## src/rtl/config_write_if.sv

```systemverilog
// config_write_if: requester handshakes plus the shared config write bus
interface config_write_if #(
  parameter int NUM_REQ   = 2,
  parameter int ADDR_BITS = 32,
  parameter int DATA_BITS = 64
);
  logic [NUM_REQ-1:0]           req_valid;
  logic [NUM_REQ-1:0]           req_ready;
  logic [NUM_REQ*ADDR_BITS-1:0] req_addr;
  logic [NUM_REQ*DATA_BITS-1:0] req_data;
  logic                         out_valid;
  logic [ADDR_BITS-1:0]         out_addr;
  logic [DATA_BITS-1:0]         out_data;
  logic [$clog2(NUM_REQ)-1:0]   out_src;
  logic                         busy;
  modport master (
    output req_valid, req_addr, req_data,
    input  req_ready, out_valid, out_addr, out_data, out_src, busy
  );
  modport slave (
    input  req_valid, req_addr, req_data,
    output req_ready, out_valid, out_addr, out_data, out_src, busy
  );
endinterface

```

## src/rtl/config_write_arbiter.sv

```systemverilog
// config_write_arbiter: round-robin share of one config bus with a programmable idle gap
module config_write_arbiter #(
  parameter int NUM_REQ    = 2,
  parameter int ADDR_BITS  = 32,
  parameter int DATA_BITS  = 64,
  parameter int GAP_CYCLES = 0
) (
  input logic           clk,
  input logic           rst,
  config_write_if.slave bus
);
  localparam int SB = $clog2(NUM_REQ);
  logic [SB-1:0] ptr;
  logic [SB-1:0] grant;
  logic [3:0]    gap;
  logic          hit;
  logic          open;
  logic          accept;
  always_comb begin
    grant = '0;
    hit   = 1'b0;
    for (int k = NUM_REQ - 1; k >= 0; k--) begin
      if (bus.req_valid[(int'(ptr) + k) % NUM_REQ]) begin
        grant = SB'((int'(ptr) + k) % NUM_REQ);
        hit   = 1'b1;
      end
    end
  end
  assign open          = gap == 4'd0 && (!bus.out_valid || GAP_CYCLES == 0);
  assign accept        = open && hit && !rst;
  assign bus.req_ready = accept ? NUM_REQ'(1) << grant : '0;
  assign bus.busy      = bus.out_valid || gap != 4'd0;
  // the counter runs from the issue cycle, so pulses sit exactly GAP_CYCLES idle cycles apart
  always_ff @(posedge clk) begin
    if (rst) begin
      bus.out_valid <= 1'b0;
      bus.out_addr  <= '0;
      bus.out_data  <= '0;
      bus.out_src   <= '0;
      gap           <= '0;
      ptr           <= '0;
    end else begin
      bus.out_valid <= accept;
      if (accept) begin
        bus.out_addr <= bus.req_addr[int'(grant)*ADDR_BITS +: ADDR_BITS];
        bus.out_data <= bus.req_data[int'(grant)*DATA_BITS +: DATA_BITS];
        bus.out_src  <= grant;
        ptr          <= grant == SB'(NUM_REQ - 1) ? '0 : grant + 1'b1;
        gap          <= 4'(GAP_CYCLES);
      end else if (gap != 4'd0) begin
        gap <= gap - 4'd1;
      end
    end
  end
endmodule

```

## src/flat_wrapper.sv

```systemverilog
// flat-port wrapper written by rule: the top's interface ports become plain ports
module config_write_arbiter_flat 
#(
  parameter int NUM_REQ    = 2,
  parameter int ADDR_BITS  = 32,
  parameter int DATA_BITS  = 64,
  parameter int GAP_CYCLES = 0
)
  (clk, rst, bus_req_valid, bus_req_addr, bus_req_data, bus_req_ready, bus_out_valid, bus_out_addr, bus_out_data, bus_out_src, bus_busy);
  config_write_if #(.NUM_REQ(NUM_REQ), .ADDR_BITS(ADDR_BITS), .DATA_BITS(DATA_BITS)) bus_i ();
  input logic clk;
  input logic rst;
  input wire logic [$bits(bus_i.req_valid)-1:0] bus_req_valid;
  input wire logic [$bits(bus_i.req_addr)-1:0] bus_req_addr;
  input wire logic [$bits(bus_i.req_data)-1:0] bus_req_data;
  output wire logic [$bits(bus_i.req_ready)-1:0] bus_req_ready;
  output wire logic [$bits(bus_i.out_valid)-1:0] bus_out_valid;
  output wire logic [$bits(bus_i.out_addr)-1:0] bus_out_addr;
  output wire logic [$bits(bus_i.out_data)-1:0] bus_out_data;
  output wire logic [$bits(bus_i.out_src)-1:0] bus_out_src;
  output wire logic [$bits(bus_i.busy)-1:0] bus_busy;
  assign bus_i.req_valid = bus_req_valid;
  assign bus_i.req_addr = bus_req_addr;
  assign bus_i.req_data = bus_req_data;
  assign bus_req_ready = bus_i.req_ready;
  assign bus_out_valid = bus_i.out_valid;
  assign bus_out_addr = bus_i.out_addr;
  assign bus_out_data = bus_i.out_data;
  assign bus_out_src = bus_i.out_src;
  assign bus_busy = bus_i.busy;
  config_write_arbiter #(.NUM_REQ(NUM_REQ), .ADDR_BITS(ADDR_BITS), .DATA_BITS(DATA_BITS), .GAP_CYCLES(GAP_CYCLES)) u_core (.clk(clk), .rst(rst), .bus(bus_i));
endmodule
```

## config.mk

```make
export PLATFORM = sky130hd
export DESIGN_NAME = config_write_arbiter_flat
export DESIGN_NICKNAME = d
export VERILOG_FILES = /design/src/rtl/config_write_if.sv /design/src/rtl/config_write_arbiter.sv /design/src/flat_wrapper.sv
export SDC_FILE = /design/constraint.sdc
export NUM_CORES = 1
export LEC_CHECK = 0
export CAP_MARGIN = 25
export CORE_MARGIN = 2
export CORE_UTILIZATION = 41
export CTS_BUF_LIST = sky130_fd_sc_hd__clkbuf_16
export CTS_CLUSTER_SIZE = 28
export DETAILED_ROUTE_END_ITERATION = 10
export GPL_ROUTABILITY_DRIVEN = 0
export PLACE_DENSITY = 0.83
export SYNTH_ARGS = -nofsm -noshare
export SYNTH_HDL_FRONTEND = slang
export SYNTH_SLANG_ARGS = --single-unit
export TNS_END_PERCENT = 20
```

## constraint.sdc

```tcl
create_clock -name clk -period 3.9 [get_ports clk]
set_clock_uncertainty 0.2 [all_clocks]
set_input_delay 0.78 -clock clk [delete_from_list [all_inputs] [get_ports clk]]
set_output_delay 0.78 -clock clk [all_outputs]
set_load 0.05 [all_outputs]
```

# Word-level counts from Yosys, hierarchy flattened
# Cells that the tools add are included.
[op_classes] add_sub_neg=3 multipliers=0 n_div=0 n_lt_le_gt_ge=2 n_eq_ne=0 shifts=3 muxes=11 bitwise_logic=1 n_reduce_logical=7
[op_table] op="$shiftx A128 B8 Y64" count=1
[op_table] op="$shiftx A64 B7 Y32" count=1
[op_table] op="$mux W1" count=10
[op_table] op="$logic_not A4 Y1" count=1
[op_table] op="$reduce_bool A4 Y1" count=1
[op_table] op="$sub A4 B1 Y4 const B" count=1
[op_table] op="$lt A2 B3 Y1 const B" count=1
[op_table] op="$add A1 B1 Y1 const B" count=2
[op_table] op="$logic_and A1 B1 Y1" count=2
[op_table] op="$lt A1 B2 Y1 const B" count=1
[op_table] op="$mux W2" count=1
[op_table] op="$reduce_or A2 Y1" count=1
[op_table] op="$shl A1 B1 Y2 const A" count=1
[op_table] op="$and A1 B1 Y1 const A" count=1
[op_table] op="$logic_not A1 Y1" count=1
[op_table] op="$logic_or A1 B1 Y1" count=1
[word_totals] register_bits=103 latchBits=0 ramBits=0 romBits=0 output_inout_bits=101 n_memories=0

# Longest topological paths before layout
# Gate-level depths: netlist (run 1).
[depth] ltp_word=10 mapped_depth=7

# Least setup slack after synthesis (run 1)
# OpenSTA, ideal clock, no wires.
[synth_path] path_kind="input to output" start="in bus_req_valid[1]" end="out bus_req_ready[1]" arrival_ps=2755 path_slack_ps=165 cell_stages=4 n_path_buf=2 path_cell_list="buf_2 > inv_2 > clkbuf_1 > nor4_1"
[synth_between] elab_chain_cells=8
[synth_rtl] element="start, declared" line="flat_wrapper.sv:13" source="input wire logic [$bits(bus_i.req_valid)-1:0] bus_req_valid;"
[synth_rtl] element="$mux W1 (not written as such) (3 in series)" line="config_write_arbiter.sv:23" source="if (bus.req_valid[(int'(ptr) + k) % NUM_REQ]) begin"
[synth_rtl] element="$mux W1 (2 in series)" line="config_write_arbiter.sv:23"
[synth_rtl] element="$logic_and A1 B1 Y1 (2 in series)" line="config_write_arbiter.sv:30" source="assign accept = open && hit && !rst;"
[synth_rtl] element="$mux W2 *" line="config_write_arbiter.sv:31" source="assign bus.req_ready = accept ? NUM_REQ'(1) << grant : '0;"
[synth_rtl] element="end, declared" line="flat_wrapper.sv:16" source="output wire logic [$bits(bus_i.req_ready)-1:0] bus_req_ready;"
# Every way passes the cells marked *; elsewhere a longest branch is shown, timed or not. The select of a mux whose other input is x is not followed.

# Worst setup path after layout (run 1)
[layout_path] start="in bus_req_valid[0]" end="out bus_req_ready[1]"
# The elaborated chain is that of the path after synthesis.

==> out/results.ini, run 1 <==
[outcome]
status=completed

[synth]
synth_edf_count=0
synth_top_cell_area_share=0.405
netlist_instances=580
syn_area_mm2=0.00509
synth.net_count=778
synth_warnings=0
ys_top_cells_by_area=dfxtp_1 41%, a311oi_1 12%, o211ai_1 10%, a21oi_1 6.8%, o21ai_0 5.7%
ys_types=32
yosys_most_used_dff=dfxtp_1
yosys.area.top_type=dfxtp_1
synth_seq_cells=103
seq_area_frac_synth=0.405
post_synth.cell_area_avg_um2=8.78
synthArstFlopShare=0

[critical_path]
r2r-end=u_core.bus.out_addr[7]$_SDFFE_PP0P_
cp_top_family=buffers and inverters
cp-start-kind=primary input
path_max_fanout=6
rrSetupSlack_ps=1070
critPathRequiredTime_ps=2920
path_buf_inv=2
crit_slowest_cell=clkdlybuf4s50_1
crit_type=in -> out
endpoint_kind=primary output
reg2reg_depth=7
cpPeakStageDelay_ps=520
arrival_ps=2110
rr_startpoint=u_core.gap[0]$_SDFFE_PP0P_
worstPathCellList=clkdlybuf4s50_1 -> nor2b_4 -> nor4_1 -> buf_4

[sta]
fin_setup_tns_ps=0
tightest_slew_ps=1060
finalHoldViolCount=0
post-route-min-period_ps=3090
maxSlewViolCount=0
maxSlewHeadroom=0.293
max_clock_freq_mhz=324
rsz0062_at_grt=no
period_share=0.792
finalSetupViolCount=0

[layout]
nFillCells=905
mostFrequentLayoutCell=clkdlybuf4s50_1
drive_gt1_frac=0.0514
diodes=0
fin_nets=1010
layout_common_cells=292 x clkdlybuf4s50_1, 102 x dfxtp_1, 69 x a21oi_1, 68 x o211ai_1, 68 x a311oi_1
fin_cells=985
syn2layout_area_growth_pct=62.7

[route]
wl_per_cell_um=19.7
drt_wl_total_um=19400
drt-vias-per-instance=6.06
first_iter_violations=464
drc_errors=0
first_pass_iters=5
vias=5967
ant_nets=0

[floorplan]
core_mm2=0.0121
row_count=40
die_h_um=115
floorplan.initialDensity=0.422
die_width_um=115
num_io_pins=297
die_area_mm2=0.0133

[cts]
cts_tree=built
cts.sinks=103
htree_levels=3
ctsHoldBuffers=0
clk_latency_ps=340
numCtsBuffers=9
cts_setup_buffers=0
cts-resized-gates=0
clk_pin_slew_ps=80
cts.path.max_buffers=2
cts-root-buf=clkbuf_16

[job]
drv_cap=0

[placed_design]
dpl.hpwl_um=13000
dp_cells=968
io_buffers=296

[worst_hold_path]
holdCritPathClass=reg -> reg
worst_hold_path.num_cells=2
hold_path.startpoint=u_core.bus.out_addr[31]$_SDFFE_PP0P_
whs_endpoint=u_core.bus.out_addr[31]$_SDFFE_PP0P_

[grt]
grt_use_total=0.274
gr-total-overflow=0
grt_max_degree=100
antenna_found_initial=0
grt_pass1_vias=5755
grt_pass1_wl_um=29300

[power]
p_leak_nw=2.72
powerDensity_mw_per_mm2=866
worst_ir_drop_vdd_mv=0.673
power.total_mw=7.17

-- cell usage after synthesis (3+ instances only) --
cell type  count
o21ai_0       58
o21ai_1       12
inv_1         31
a221oi_1      28
a311oi_1      68
buf_6          9
nor3_1         3
clkbuf_1      62
a21oi_1       69
nor2_1         5
o211ai_1      68
dfxtp_1      103
o32ai_1       28
buf_2         13
-- layout make-up --
| class | count | area (µm²) | share of cell area |
|---|---|---|---|
| clock buffers | 9 | 225 | 0.0272 |
| clock inverters | 7 | 78.8 | 0.00952 |
| inverters | 33 | 124 | 0.0150 |
| multi-input cells | 356 | 2500 | 0.302 |
| flip-flops and latches | 103 | 2060 | 0.249 |
| well taps | 168 | 210 | 0.0254 |
| repair buffers | 309 | 3080 | 0.372 |
-- kinds of logic after synthesis --
| logic type | synth area share |
|---|---|
| AO/OA/AOI/OAI | 0.459 |
| multiplexers | 0.00197 |
| flip-flops | 0.405 |
| buffers and inverters | 0.107 |
| adder cells (fa/ha/maj) | 0.00492 |
| XOR/XNOR | 0.00344 |
| AND/OR/NAND/NOR | 0.0179 |
-- power by group --
| part | switching [mW] | total, mW | internal [mW] |
|---|---|---|---|
| registers | 0.233 | 1.72 | 1.49 |
| clock network | 0.418 | 0.922 | 0.504 |
| logic | 3.05 | 4.53 | 1.48 |
| total | 3.70 | 7.17 | 3.47 |
-- routing by layer --
metal,share of wire,GRT usage
met5,0,0
met3,0.092,0.0753
met4,0.034,0.125
met1,0.38,0.312
met2,0.49,0.477
-- registers in the layout (all words and copies together), names as in the netlist --
signal	count
u_core.bus.out_addr	32
u_core.bus.out_src	1
u_core.bus.out_valid	1
u_core.gap	4
u_core.ptr	1
u_core.bus.out_data	64
-- how the worst max path moves through the flow --
stage	from	to	slack, ps	cells after the start
detailed placement	bus_req_valid[0]	bus_req_ready[1]	820	4
finish	bus_req_valid[0]	bus_req_ready[1]	810	4
global route	u_core.gap[0]$_SDFFE_PP0P_	bus_req_ready[1]	770	5
global placement	bus_req_valid[0]	bus_req_ready[1]	850	4
floorplan	bus_req_valid[1]	bus_req_ready[1]	170	4
CTS	bus_req_valid[0]	bus_req_ready[1]	820	4
-- worst reg2reg max path, stage by stage (launching register included) --
cell and delay, ps:
dfxtp_1 320, inv_1 110, ha_1 200, nor3b_2 220, buf_4 860, o21ai_2 260
buf_8 250, a221oi_1 310
-- metrics by stage --
stage / utilization / area, µm² / setup WS, ps / hold slack [ps]
finish: 0.687 / 8280 / 810 / 268
global route: 0.687 / 8280 / 769 / 295
CTS: 0.685 / 8270 / 825 / 271
detailed placement: 0.660 / 7960 / 823 / 259
global placement: 0.660 / 7960 / 847 / 255
floorplan: - / 5090 / 165 / 293
Note: power is estimated with default switching activity, not from simulation.
==> run 2: changes to the inputs <==
- CORE_UTILIZATION: 41 -> 38
- PLACE_DENSITY: 0.83 -> 0.78
- clock period: 3.9 -> 3.17 ns (I/O delays scaled with it)
==> out/results.ini, run 2 (same netlist as run 1, synthesis figures left out) <==
[layout]
fin_cells=998  ; +1.3%
reg_top3=u_core.bus.out_data x64, u_core.bus.out_addr x32, u_core.gap x4
syn2layout_area_growth_pct=63.2
top_register=u_core.bus.out_data
layout_common_cells=291 x clkdlybuf4s50_1, 102 x dfxtp_1, 69 x a21oi_1, 68 x o211ai_1, 68 x a311oi_1
diodes=0  ; unchanged
fin_nets=1015  ; +0.50%
final_area_mm2=0.00830  ; +0.29%
largest_register_ffs=64  ; unchanged
drive_gt1_frac=0.0572  ; +0.00577
mostFrequentLayoutCell=clkdlybuf4s50_1

[critical_path]
worstPathCellList=inv_1 -> ha_1 -> or3b_1 -> nor3_4 -> o21a_1 -> buf_12
cpPeakStageDelay_ps=500  ; -20 ps
path_max_fanout=7  ; +1
arrival_ps=2040  ; -70 ps
crit_type=reg -> out
endpoint_kind=primary output
critPathRequiredTime_ps=2340  ; -580 ps
cp-start-kind=flop
crit_slowest_cell=or3b_1

[power]
p_leak_nw=2.75  ; +0.82%
worst_ir_drop_vdd_mv=0.812  ; +21%
powerDensity_mw_per_mm2=1060  ; +22%

[route]
met1_length_um=7390  ; +0.39%
drt_wl_total_um=19300  ; -0.46%
top_layer=met4
wl_per_cell_um=19.4  ; -1.8%
first_pass_iters=5  ; unchanged
route.met2.wl_um=9570  ; -0.18%
drt-vias-per-instance=5.99  ; -1.2%
drc_errors=0  ; unchanged
vias=5976  ; +0.15%
route.met3.wl_um=1720  ; -3.7%
first_iter_violations=541  ; +17%
ant_nets=0  ; unchanged

[cts]
ctsHoldBuffers=0  ; unchanged
clk_pin_slew_ps=70  ; about the same
cts-root-buf=clkbuf_16
cts_setup_buffers=0  ; unchanged
htree_levels=3  ; unchanged
cts_tree=built
clk_latency_ps=340  ; about the same
cts.path.max_buffers=2  ; unchanged
numCtsBuffers=9  ; unchanged
cts-resized-gates=0  ; unchanged
cts.sinks=103  ; unchanged

[floorplan]
die_width_um=120  ; +3.7%
num_io_pins=297  ; unchanged
row_count=42  ; +5.0%
die_h_um=120  ; +3.7%
floorplan.initialDensity=0.387  ; -0.0346
core_mm2=0.0131  ; +8.9%
die_area_mm2=0.0143  ; +7.6%

[placed_design]
placed_area_mm2=0.00802  ; +0.68%
io_buffers=296  ; unchanged
dpl.hpwl_um=13200  ; +2.1%
dp_cells=982  ; +1.4%

[sta]
tightest_slew_ps=977  ; -84.0 ps
post-route-min-period_ps=2880
maxSlewHeadroom=0.349  ; +0.0560
finalHoldViolCount=0  ; unchanged
finalSetupViolCount=0  ; unchanged
maxSlewViolCount=0  ; unchanged
fin_setup_tns_ps=0  ; unchanged
period_share=0.908
max_clock_freq_mhz=347
finalHoldWorstSlack_ps=267  ; -1.56 ps
rsz0062_at_grt=no

[grt]
grt_pass1_vias=5850  ; +1.7%
antenna_found_initial=0  ; unchanged
grt_pass1_wl_um=30200  ; +3.1%
grt_max_degree=93  ; -7.0%
gr-total-overflow=0  ; unchanged
grt_use_total=0.259  ; -0.0145

[job]
drv_cap=0  ; unchanged

[worst_hold_path]
holdCritPathClass=reg -> reg

[outcome]
status=completed

==> run 2: path summary, 6_finish.rpt <==
path	from	end	slack, ps	cells past startpoint
setup / recovery	u_core.gap[0]$_SDFFE_PP0P_	bus_req_ready[0]	290	6
hold / removal	u_core.bus.out_data[8]$_SDFFE_PP0P_	u_core.bus.out_data[8]$_SDFFE_PP0P_	270	2
setup reg to reg	u_core.gap[0]$_SDFFE_PP0P_	u_core.bus.out_data[59]$_SDFFE_PP0P_	560	6
hold reg to reg	u_core.bus.out_data[8]$_SDFFE_PP0P_	u_core.bus.out_data[8]$_SDFFE_PP0P_	270	2
==> run 2: area by class of cell <==
class,count,area (µm²)
flip-flops and latches,103,2060
inverters,33,124
clock inverters,7,63.8
fillers,1117,4830
multi-input cells,356,2500
repair buffers,314,3100
clock buffers,9,225
well taps,176,220
==> run 2: power breakdown <==
part | switching (mW) | leakage (nW) | internal (mW)
sequential | 0.285 | 0.853 | 1.83
clock | 0.479 | 0.140 | 0.606
combinational | 3.74 | 1.75 | 1.86
==> run 2: metrics by stage <==
| stage | power (mW) | setup slack, ps | util |
|---|---|---|---|
| final | 8.80 | 292 | 0.632 |
| after global routing | 9.25 | 193 | 0.632 |
| after CTS | 8.83 | 265 | 0.632 |
| after detailed placement | 7.73 | 262 | 0.610 |
| after global placement | 7.57 | 369 | 0.609 |
| after floorplan | 5.96 | 288 | - |
==> run 2: metal layers <==
layer / vias up / track usage
met4: 0 / 0.107
met5: - / 0
met3: 47 / 0.0618
met1: 2813 / 0.308
met2: 334 / 0.448
li1: 2782 / -
==> run 2: worst max-delay path, delay by kind of cell (launching register included) <==
kind | cells | cell delay [ps]
buffers and inverters | 2 | 270
flip-flops | 1 | 320
AO/OA/AOI/OAI | 1 | 200
adder cells (fa/ha/maj) | 1 | 210
AND/OR/NAND/NOR | 2 | 710
